$ cat config.mk
export PLATFORM = sky130hd
export DESIGN_NAME = display_arbiter
export DESIGN_NICKNAME = d
export VERILOG_FILES = /design/src/rtl/display_arbiter.sv
export SDC_FILE = /design/constraint.sdc
export NUM_CORES = 1
export LEC_CHECK = 0
export ABC_AREA = 1
export CORE_MARGIN = 5
export CORE_UTILIZATION = 40
export DETAILED_ROUTE_END_ITERATION = 10
export GPL_TIMING_DRIVEN = 0
export PLACE_DENSITY = 0.86
export RECOVER_POWER = 25
export SLEW_MARGIN = 15
export SYNTH_ARGS = -nofsm -noshare
export SYNTH_HDL_FRONTEND = slang
export SYNTH_SLANG_ARGS = --single-unit
$ cat constraint.sdc
create_clock -name clk -period 2.55 [get_ports clk]
set_input_delay 0.51 -clock clk [delete_from_list [all_inputs] [get_ports clk]]
set_output_delay 0.51 -clock clk [all_outputs]
set_load 0.1 [all_outputs]
$ cat src/rtl/display_arbiter.sv
// Round-robin time-sharing of the 4-digit display among up to four number sources,
// with dwell measured in strobe pulses, a manual step key and a freeze key.
module display_arbiter #(
  parameter int w           = 16,
  parameter int dwell_width = 3
) (
  input  logic           clk,
  input  logic           reset_n,
  input  logic           en,
  input  logic [3:0]     req,
  input  logic [4*w-1:0] num,
  input  logic           key_next,
  input  logic           key_hold,
  output logic [w-1:0]   num_out,
  output logic [3:0]     grant,
  output logic [1:0]     sel,
  output logic [3:0]     dots_out,
  output logic           idle
);

  typedef enum logic [1:0] {IDLE, SHOW, HOLD} state_t;

  state_t                 state;
  state_t                 state_next;
  logic [dwell_width-1:0] dwell_cnt;
  logic [dwell_width-1:0] dwell_next;
  logic [1:0]             sel_next;
  logic                   key_next_q;
  logic                   step_q;
  logic [1:0]             search_idx;
  logic                   search_hit;
  logic [1:0]             cand;
  logic                   expire;

  // Scanning offsets 4..1 lets the smallest offset win; offset 4 is the current
  // source itself, so it is chosen only when nobody else requests.
  always_comb begin
    search_hit = 1'b0;
    search_idx = sel;
    cand       = sel;
    for (int i = 4; i >= 1; i--) begin
      cand = sel + 2'(i);
      if (req[cand]) begin
        search_hit = 1'b1;
        search_idx = cand;
      end
    end
  end

  assign expire = (dwell_cnt == {dwell_width{1'b1}});

  always_comb begin
    state_next = state;
    sel_next   = sel;
    dwell_next = dwell_cnt;
    case (state)
      IDLE: begin
        if (search_hit) begin
          sel_next   = search_idx;
          dwell_next = '0;
          state_next = key_hold ? HOLD : SHOW;
        end
      end
      default: begin
        state_next = key_hold ? HOLD : SHOW;
        if (!req[sel]) begin
          if (search_hit) begin
            sel_next   = search_idx;
            dwell_next = '0;
          end else begin
            state_next = IDLE;
          end
        end else if (step_q) begin
          sel_next   = search_idx;
          dwell_next = '0;
        end else if (state == SHOW && en) begin
          if (expire) begin
            sel_next   = search_idx;
            dwell_next = '0;
          end else begin
            dwell_next = dwell_cnt + 1'b1;
          end
        end
      end
    endcase
  end

  // The step event is registered once more so a key press moves the grant two
  // cycles after the key level rises.
  always_ff @(posedge clk or negedge reset_n) begin
    if (!reset_n) begin
      state      <= IDLE;
      sel        <= 2'd3;
      dwell_cnt  <= '0;
      grant      <= 4'b0000;
      num_out    <= '0;
      idle       <= 1'b1;
      key_next_q <= 1'b0;
      step_q     <= 1'b0;
    end else begin
      state      <= state_next;
      sel        <= sel_next;
      dwell_cnt  <= dwell_next;
      key_next_q <= key_next;
      step_q     <= key_next & ~key_next_q;
      if (state_next == IDLE) begin
        grant   <= 4'b0000;
        num_out <= '0;
        idle    <= 1'b1;
      end else begin
        grant   <= 4'b0001 << sel_next;
        num_out <= num[sel_next*w +: w];
        idle    <= 1'b0;
      end
    end
  end

  assign dots_out = grant;

endmodule

==> flow_metrics.env <==
export IMPL_clock_fmax_ghz=0.4064
export IMPL_finClkSkew_ns=0.004314
export IMPL_finalSetupViolations=0
export IMPL_grt_overflow_total=0
export IMPL_die_h_um=79.54
export IMPL_diodes=0
export IMPL_clk_insertion_delay_late_ns=0.28
export IMPL_cp_data_required_time_ns=2.04
export IMPL_synthFlopType="dfrtp_1"
export IMPL_grt_pass1_wl_um=9922
export IMPL_hp_class="reg2reg"
export IMPL_cp_start_kind="register"
export IMPL_hold_viol=0
export IMPL_slew_headroom=-0.04327
export IMPL_grt_total_usage=0.1998
export IMPL_critPathMaxFanout=2
export IMPL_worstPathArrival_ns=1.95
export IMPL_antenna_left=0
export IMPL_wl_per_cell_um=13.45
export IMPL_cts_hold_buf=0
export IMPL_tritoncts="built"
export IMPL_htreeDepth=2
export IMPL_syn2layout_area_growth_pct=61.71
export IMPL_synth_edf_count=0
export IMPL_antenna_found_initial=0
export IMPL_synth_warnings=0
export IMPL_slew_viol_final=31
export IMPL_synth_area_leader_cell="dfrtp_1"
export IMPL_critPathKind="reg2out"
export IMPL_worst_pin_slew_ns=1.565
export IMPL_rows=25
export IMPL_postSynthCellCount=275
export IMPL_dpl_worst_slack_ns=-0.1541
export IMPL_vias=2195
export IMPL_core_area_um2=4723
export IMPL_cts_num_sinks=30
export IMPL_drtIter0Drc=89
export IMPL_post_route_util=0.6623
export IMPL_dr_pass1_iters=4
export IMPL_portBuffers=99
export IMPL_violations="capacitance limit, slew limit"
export IMPL_syn_avg_cell_area_um2=7.034
export IMPL_cap_violations=1
export IMPL_start_util=0.4095
export IMPL_grt_pass1_vias=2251
export IMPL_yosysMostFrequentCell="nand3_1"
export IMPL_critical_path_top_delay_family="buffers and inverters"
export IMPL_synth_seq_area_share=0.3900
export IMPL_finalNetCount=457
export IMPL_syn_area_um2=1934
export IMPL_fin_ws_ns=0.08920
export IMPL_viasPerCell=4.878
export IMPL_routed_wl_um=6053
export IMPL_die_x_um=79.54
export IMPL_ys_types=24
export IMPL_synth_top_area_frac=0.3493
export IMPL_gp_congestion=0.8566
export IMPL_path_clk_slew_ns=0.06
export IMPL_yosys_top_cells_count="nand3_1 (74), nand2_1 (65), nor2_1 (40), dfrtp_1 (27), inv_1 (13)"
export IMPL_end_kind="output port"
export IMPL_synth_top_cells_by_area="dfrtp_1 (35%), nand3_1 (19%), nand2_1 (13%), nor2_1 (7.8%), dfstp_2 (4.1%)"
export IMPL_cpMaxStageDelayCell="clkdlybuf4s50_1"
export IMPL_critPathMaxStageDelay_ns=1.13
export IMPL_pin_count=100
export IMPL_post_route_period_util=0.9650
export IMPL_dp_hpwl_um=4610
export IMPL_die_area_um2=6327
export IMPL_syn_nets=350
export IMPL_cp_cell_sequence="clkdlybuf4s50_1"
export IMPL_status="finished, violations left"
export IMPL_ys_async_sr_fraction=1.000
export IMPL_cts_buffers=5
export IMPL_grt_max_degree=31
export IMPL_root_buffer="clkbuf_8"
export IMPL_clock_path_buffers=2
export IMPL_fin_tns_setup_ns=0
export IMPL_crit_buf_inv=1
export IMPL_layout_drive_gt1_share=0.1279
export IMPL_synth_seq_cells=30
export IMPL_num_fill_cells=384
export IMPL_drc=0
export IMPL_min_period_ns=2.461
[worst paths after layout]
| path | startpoint | end | slack (ns) | cells past startpoint |
|---|---|---|---|---|
| hold reg to reg | key_next_q | step_q | 0.40 | 1 |
| setup reg to reg | sel[0] | num_out[4] | 0.19 | 15 |
| min in group asynchronous | reset_n | num_out[1] | 0.61 | 1 |
| max in group asynchronous | reset_n | num_out[8] | 1.03 | 1 |
| setup / recovery | sel[0] | sel[0] | 0.09 | 1 |
| hold / removal | key_next_q | step_q | 0.40 | 1 |
[registers in the layout, indices dropped and copies added, names as in the netlist]
signal      cells
num_out        16
dots_out        4
dwell_cnt       3
sel             2
state           2
idle            1
key_next_q      1
step_q          1
[repair_timing]
item                                    in CTS  in global routing
gates resized for setup                      1                  9
buffers inserted                             0                  1
endpoints found under the setup margin       1                 16
pin swaps                                    0                  1
[cell type report]
| type | instances | area (um2) | share of cell area |
|---|---|---|---|
| Multi-Input combinational cell | 207 | 978.4 | 0.3128 |
| Sequential cell | 30 | 754.5 | 0.2412 |
| Clock inverter | 2 | 12.51 | 0.004000 |
| Timing Repair Buffer | 100 | 991.0 | 0.3168 |
| Clock buffer | 6 | 82.58 | 0.02640 |
| Inverter | 19 | 75.07 | 0.02400 |
| Tap cell | 67 | 83.83 | 0.02680 |
| Buffer | 19 | 150.1 | 0.04800 |
[cells in the final DEF (no fill, tap or decap), types with 5 or more instances in the layout]
master            n
clkbuf_8          6
nand2_2           7
nand2_1          64
nand3_1          74
inv_1            13
buf_4            12
dfrtp_1          27
clkdlybuf4s50_1  96
o21ai_0           5
nor2_1           40
[metal layers]
metal,GRT usage,wire [um],part of all wire,up-vias
met3,0.05530,474,0.078,13
met1,0.2115,2273,0.38,994
met4,0.09450,149,0.025,0
met2,0.3623,3156,0.52,87
met5,0,0,0,-
li1,-,-,-,1101
[logic make-up (layout without fill, tap and decap cells)]
logic type               Yosys count  in the layout  synth area share
adder cells (fa/ha/maj)            2              2           0.01293
buffers and inverters             38            146            0.1093
AO/OA/AOI/OAI                      6              6           0.01617
AND/OR/NAND/NOR                  199            199            0.4715
flip-flops                        30             30            0.3900
[metrics by stage]
stage | cells | hold WS [ns] | cell area (um2)
3_3_place_gp | 441 | 0.3884 | 3009
4_1_cts | 449 | 0.2618 | 3098
6_report | 450 | 0.3977 | 3128
3_5_place_dp | 441 | 0.3957 | 3004
5_1_grt | 450 | 0.4188 | 3128
2_1_floorplan | 275 | 0.2144 | 1934
Power is not shown: default switching activity piles up to over one toggle a cycle in this logic, so the estimate is an artifact.
